File: src/rtl/cond_status_unit.sv
// cond_status_unit
//   Consumer end of the ALU status interface. Holds the architectural
//   {N,Z,C,V} status register and returns its carry to the ALU. It evaluates
//   the ARM condition field of the ID-stage instruction and detects status
//   read-after-write hazards between the EXE and ID stages.
//
// Build option:
//   COND_STATUS_FWD_EN - when defined, EXE-stage flags are forwarded to the
//                        condition evaluator and flag_hazard is tied low.
//                        When undefined, an ID instruction that depends on
//                        in-flight flags raises a one-cycle stall request.
module cond_status_unit #(
    parameter logic [3:0] SR_RESET = 4'b0000
) (
    input  logic        clk,
    input  logic        rst_n,
    input  logic        freeze,
    input  logic        flush,
    input  logic        exe_valid,
    input  logic        exe_s,
    input  logic [3:0]  exe_status,
    input  logic        id_valid,
    input  logic [3:0]  id_cond,
    output logic [3:0]  status_reg,
    output logic        c_in,
    output logic        cond_pass,
    output logic        flag_hazard,
    output logic [15:0] sr_wr_cnt
);

    // ARM condition field encodings
    typedef enum logic [3:0] {
        COND_EQ = 4'b0000,
        COND_NE = 4'b0001,
        COND_CS = 4'b0010,
        COND_CC = 4'b0011,
        COND_MI = 4'b0100,
        COND_PL = 4'b0101,
        COND_VS = 4'b0110,
        COND_VC = 4'b0111,
        COND_HI = 4'b1000,
        COND_LS = 4'b1001,
        COND_GE = 4'b1010,
        COND_LT = 4'b1011,
        COND_GT = 4'b1100,
        COND_LE = 4'b1101,
        COND_AL = 4'b1110,
        COND_NV = 4'b1111
    } cond_e;

    // Bit positions inside the {N,Z,C,V} vector
    localparam int unsigned FLAG_N = 3;
    localparam int unsigned FLAG_Z = 2;
    localparam int unsigned FLAG_C = 1;
    localparam int unsigned FLAG_V = 0;

    logic       sr_write;
    logic       exe_sets_flags;
    logic [3:0] flags_eff;
    logic       flag_n;
    logic       flag_z;
    logic       flag_c;
    logic       flag_v;
    logic       cond_true;
    logic       hazard;
    cond_e      cond;

    // EXE-stage instruction that will update the flags
    always_comb begin
        exe_sets_flags = exe_valid & exe_s;
    end

    // Commit qualifier: a global freeze holds the architectural state
    always_comb begin
        sr_write = exe_sets_flags & ~freeze;
    end

    // Architectural status register
    always_ff @(posedge clk or negedge rst_n) begin
        if (!rst_n) begin
            status_reg <= SR_RESET;
        end else if (sr_write) begin
            status_reg <= exe_status;
        end
    end

    // Debug count of committed status writes (wraps naturally at 16 bits)
    always_ff @(posedge clk or negedge rst_n) begin
        if (!rst_n) begin
            sr_wr_cnt <= '0;
        end else if (sr_write) begin
            sr_wr_cnt <= sr_wr_cnt + 16'd1;
        end
    end

    // Carry-in to the ALU always comes from the registered flags
    always_comb begin
        c_in = status_reg[FLAG_C];
    end

`ifdef COND_STATUS_FWD_EN
    // Forward in-flight EXE flags so ID never sees a stale status_reg
    always_comb begin
        flags_eff = status_reg;
        if (exe_sets_flags) begin
            flags_eff = exe_status;
        end
    end

    // Forwarding resolves every flag dependency; no stall is needed
    always_comb begin
        hazard = 1'b0;
    end
`else
    // Without forwarding the evaluator only ever reads the register
    always_comb begin
        flags_eff = status_reg;
    end

    // Stall a conditional ID instruction while EXE is still producing flags.
    // Gated by rst_n so the request drops the moment reset asserts.
    always_comb begin
        hazard = 1'b0;
        if (rst_n && id_valid && !flush && exe_sets_flags &&
            (cond_e'(id_cond) != COND_AL)) begin
            hazard = 1'b1;
        end
    end
`endif

    // Split the effective flags for readability in the decoder
    always_comb begin
        flag_n = flags_eff[FLAG_N];
        flag_z = flags_eff[FLAG_Z];
        flag_c = flags_eff[FLAG_C];
        flag_v = flags_eff[FLAG_V];
        cond   = cond_e'(id_cond);
    end

    // ARM condition decode on the effective flags
    always_comb begin
        cond_true = 1'b0;
        unique case (cond)
            COND_EQ: cond_true = flag_z;
            COND_NE: cond_true = ~flag_z;
            COND_CS: cond_true = flag_c;
            COND_CC: cond_true = ~flag_c;
            COND_MI: cond_true = flag_n;
            COND_PL: cond_true = ~flag_n;
            COND_VS: cond_true = flag_v;
            COND_VC: cond_true = ~flag_v;
            COND_HI: cond_true = flag_c & ~flag_z;
            COND_LS: cond_true = ~flag_c | flag_z;
            COND_GE: cond_true = (flag_n == flag_v);
            COND_LT: cond_true = (flag_n != flag_v);
            COND_GT: cond_true = ~flag_z & (flag_n == flag_v);
            COND_LE: cond_true = flag_z | (flag_n != flag_v);
            COND_AL: cond_true = 1'b1;
            COND_NV: cond_true = 1'b0;
            default: cond_true = 1'b0;
        endcase
    end

    // Execute/annul decision; ID inputs are ignored while in reset
    always_comb begin
        cond_pass   = rst_n & id_valid & ~flush & ~hazard & cond_true;
        flag_hazard = hazard;
    end

endmodule

File: config.mk
export PLATFORM = sky130hd
export DESIGN_NAME = cond_status_unit
export DESIGN_NICKNAME = d
export VERILOG_FILES = /design/src/rtl/cond_status_unit.sv
export SDC_FILE = /design/constraint.sdc
export NUM_CORES = 1
export LEC_CHECK = 0
export BUFFER_PORTS_ARGS = -buffer_cell sky130_fd_sc_hd__buf_4
export CAP_MARGIN = 40
export CORE_MARGIN = 2
export CORE_UTILIZATION = 44
export DETAILED_ROUTE_END_ITERATION = 8
export PLACE_DENSITY = 0.74
export SYNTH_ARGS = -nofsm -noshare
export SYNTH_HDL_FRONTEND = slang
export SYNTH_SLANG_ARGS = --single-unit
File: constraint.sdc
create_clock -name clk -period 1.6 [get_ports clk]
set_input_delay 0.4 -clock clk [delete_from_list [all_inputs] [get_ports clk]]
set_output_delay 0.4 -clock clk [all_outputs]
set_load 0.005 [all_outputs]
==> results.sh <==
export IMPL_syn_inst=110
export IMPL_nets=180
export IMPL_core_area_um2=2432
export IMPL_start_util_pct=45.22
export IMPL_die_area_um2=2915
export IMPL_grt_use_total_pct=19.03
export IMPL_ir_drop_mv=0.9676
export IMPL_fillers=217
export IMPL_setup_viol=1
export IMPL_routed_via_density=5.181
export IMPL_cts_buffer_depth=2
export IMPL_yosysWarningCount=0
export IMPL_cts_inserted_buffers=3
export IMPL_rrSetupSlack_ps=150
export IMPL_path_max_fanout=4
export IMPL_antenna_found_initial=0
export IMPL_synth_mux_area_share_pct=1.820
export IMPL_layout_commonest_cell="buf_4"
export IMPL_io_pins=38
export IMPL_drtAntennaViolNets=0
export IMPL_n_antenna_cell=0
export IMPL_synth_top_family_by_area="simple AND/OR/NAND/NOR gates"
export IMPL_area_growth_syn_to_layout_pct=42.32
export IMPL_worstReg2RegStart="sr_wr_cnt[3]"
export IMPL_p_switching_uw=431.2
export IMPL_fin_crit_ps=2021
export IMPL_num_vias=1000
export IMPL_endpoint_kind="primary output"
export IMPL_hold_class="in -> async"
export IMPL_synth_compound_area_share_pct=5.233
export IMPL_busiest_layer="met2"
export IMPL_grt_pass1_wl_um=3926
export IMPL_clkLatencyLatePin_ps=310
export IMPL_clock_power_share_pct=20.7
export IMPL_grt_max_degree=21
export IMPL_synth_xor_area_share_pct=14.33
export IMPL_grt_pass1_vias=938
export IMPL_worstPathRequired_ps=1200
export IMPL_intPower_uw=986.1
export IMPL_grtUsageMet2_pct=36.18
export IMPL_combPwrFrac_pct=31.1
export IMPL_worstMarginPinSlew_ps=335.0
export IMPL_io_buffer_count=37
export IMPL_grt_met3_usage_pct=3.611
export IMPL_drc_errors=0
export IMPL_rr_worst_depth=4
export IMPL_skew_ps=7.691
export IMPL_post_drt_wl_per_cell_um=13.87
export IMPL_drv_cap=0
export IMPL_overflow=0
export IMPL_syn_area_um2=1100
export IMPL_cp_start_kind="register"
export IMPL_layout_common_cells="55 x buf_4, 23 x nand2_1, 20 x dfrtp_1"
export IMPL_power_frac_seq_pct=48.2
export IMPL_finalPower_uw=1417
export IMPL_gp_congestion=0.7081
export IMPL_synth_seq_area_share_pct=45.51
export IMPL_tritoncts="built"
export IMPL_cts_clk_slew_worst_paths_ps=110
export IMPL_fp_dieW_um=54.00
export IMPL_yosys_area_share_simple_pct=27.87
export IMPL_relSlewSlack_pct=77.50
export IMPL_synth_nets=126
export IMPL_clock_sinks=20
export IMPL_dp_hpwl_um=2040
export IMPL_largest_reg_flops=16
export IMPL_yosysUniqueCellTypes=32
export IMPL_report_final_slew_viol_count=0
export IMPL_worstPathArrival_ps=1620
export IMPL_dr_first_iter_drc_count=14
export IMPL_htreeDepth=1
export IMPL_ys_ff_latch=20
export IMPL_timing_fmax_ghz=0.4948
export IMPL_p_per_area_nw_per_um2=905.4
export IMPL_drive_gt1_share_pct=40.49
export IMPL_finalHoldViolations=0
export IMPL_crit_type="reg -> out"
export IMPL_violations="negative setup slack"
export IMPL_wl_um=2676
export IMPL_p_sw_share_pct=30.42
export IMPL_drt_pass1_iterations=4
export IMPL_reg2reg_to="sr_wr_cnt[11]"
export IMPL_finalWorstSetupSlack_ps=-421.2
export IMPL_die_h_um=54.00
export IMPL_rsz0062_at_grt="yes"
export IMPL_clock_root_buffer="clkbuf_4"
export IMPL_yosys_area_share_adder_pct=1.138
export IMPL_avgSynthCellArea_um2=9.998
export IMPL_final_min_period_over_clock_period_pct=126.3
export IMPL_cellLeakagePower_uw=0.0007936
export IMPL_gr_usage_met1_pct=20.42
export IMPL_rows=18
export IMPL_hold_ws_ps=52.15
export IMPL_status="finished with violations"
## synth_stat cells, drive strengths merged
cell | n | share of area (%)
a211o | 1 | 0.80
a211oi | 1 | 0.68
a21oi | 2 | 0.91
a41oi | 1 | 0.80
and2 | 1 | 0.57
and3 | 2 | 1.1
and3b | 2 | 1.6
buf | 6 | 3.4
dfrtp | 20 | 46
ha | 1 | 1.1
inv | 2 | 0.68
mux2i | 2 | 1.8
nand2 | 23 | 7.8
nand3 | 4 | 1.8
nand3b | 4 | 3.9
nand4 | 4 | 2.8
nand4b | 1 | 0.80
nor2 | 5 | 1.7
nor2b | 1 | 0.57
nor3 | 1 | 0.45
nor3b | 2 | 1.4
nor4 | 1 | 1.9
nor4b | 1 | 0.80
o21ai | 1 | 0.45
o2bb2ai | 1 | 0.80
o31a | 1 | 0.80
or2 | 1 | 0.57
xnor2 | 15 | 12
xor2 | 3 | 2.4
## routing by layer
layer	vias to the layer above	part of all wire, %
met4	0	1.5
met3	5	3.4
met2	20	53
met1	498	42
met5	-	0
li1	477	-
## how the worst max path moves through the flow
stage / start / to / slack (ps)
after floorplan: id_cond[0] / cond_pass / -40
after global placement: id_cond[0] / cond_pass / -150
after detailed placement: id_cond[0] / cond_pass / -150
after CTS: status_reg[0] / cond_pass / -430
after global routing: status_reg[0] / cond_pass / -490
final: status_reg[2] / cond_pass / -420
## layout make-up
cell class	count	area (um^2)	share of cell area (%)
tap	30	37.54	2.398
sequential	20	500.5	31.97
timing repair buffer	55	412.9	26.38
multi-input combinational	82	570.5	36.45
inverter	2	7.507	0.4796
clock buffer	4	36.28	2.318
## power by group through the flow
stage	Combinational [uW]	Clock, uW	Sequential (uW)
floorplan	174	0	686
global placement	418	0	684
detailed placement	435	0	691
CTS	444	302	683
global route	485	316	693
finish	440	294	683
## timing repair
action	CTS	global route
pin swaps	2	0
endpoints found under the hold margin	0	0
hold buffers	0	0
endpoints found under the setup margin	1	1
gates resized for setup	0	1
buffers inserted	1	0
## stage by stage
stage / TNS (ps) / area, um^2 / util, % / std cells / setup slack [ps]
finish: -421.2 / 1565 / 64.35 / 193 / -421.2
global route: -492.6 / 1565 / 64.35 / 193 / -492.6
CTS: -430.6 / 1562 / 64.20 / 193 / -430.6
detailed placement: -154.1 / 1518 / 62.40 / 188 / -154.1
global placement: -146.7 / 1518 / 62.40 / 188 / -146.7
floorplan: -41.66 / 1115 / - / 110 / -41.66
## critical path, stage by stage (launching register included)
cell       delay (ps)
dfrtp_1           430
nand3b_1          170
o2bb2ai_1         180
mux2i_1           250
a41oi_2           140
buf_4             150
## logic make-up (layout without fill, tap and decap cells)
family,Yosys count,in the layout
muxes,2,2
and+or+nand+nor,53,53
AOI/OAI and AO/OA,8,8
adders and majority gates,1,1
buffers and inverters,8,61
xor gates and xnor gates,18,18
DFF,20,20
Note: power is estimated with default switching activity, not from simulation.
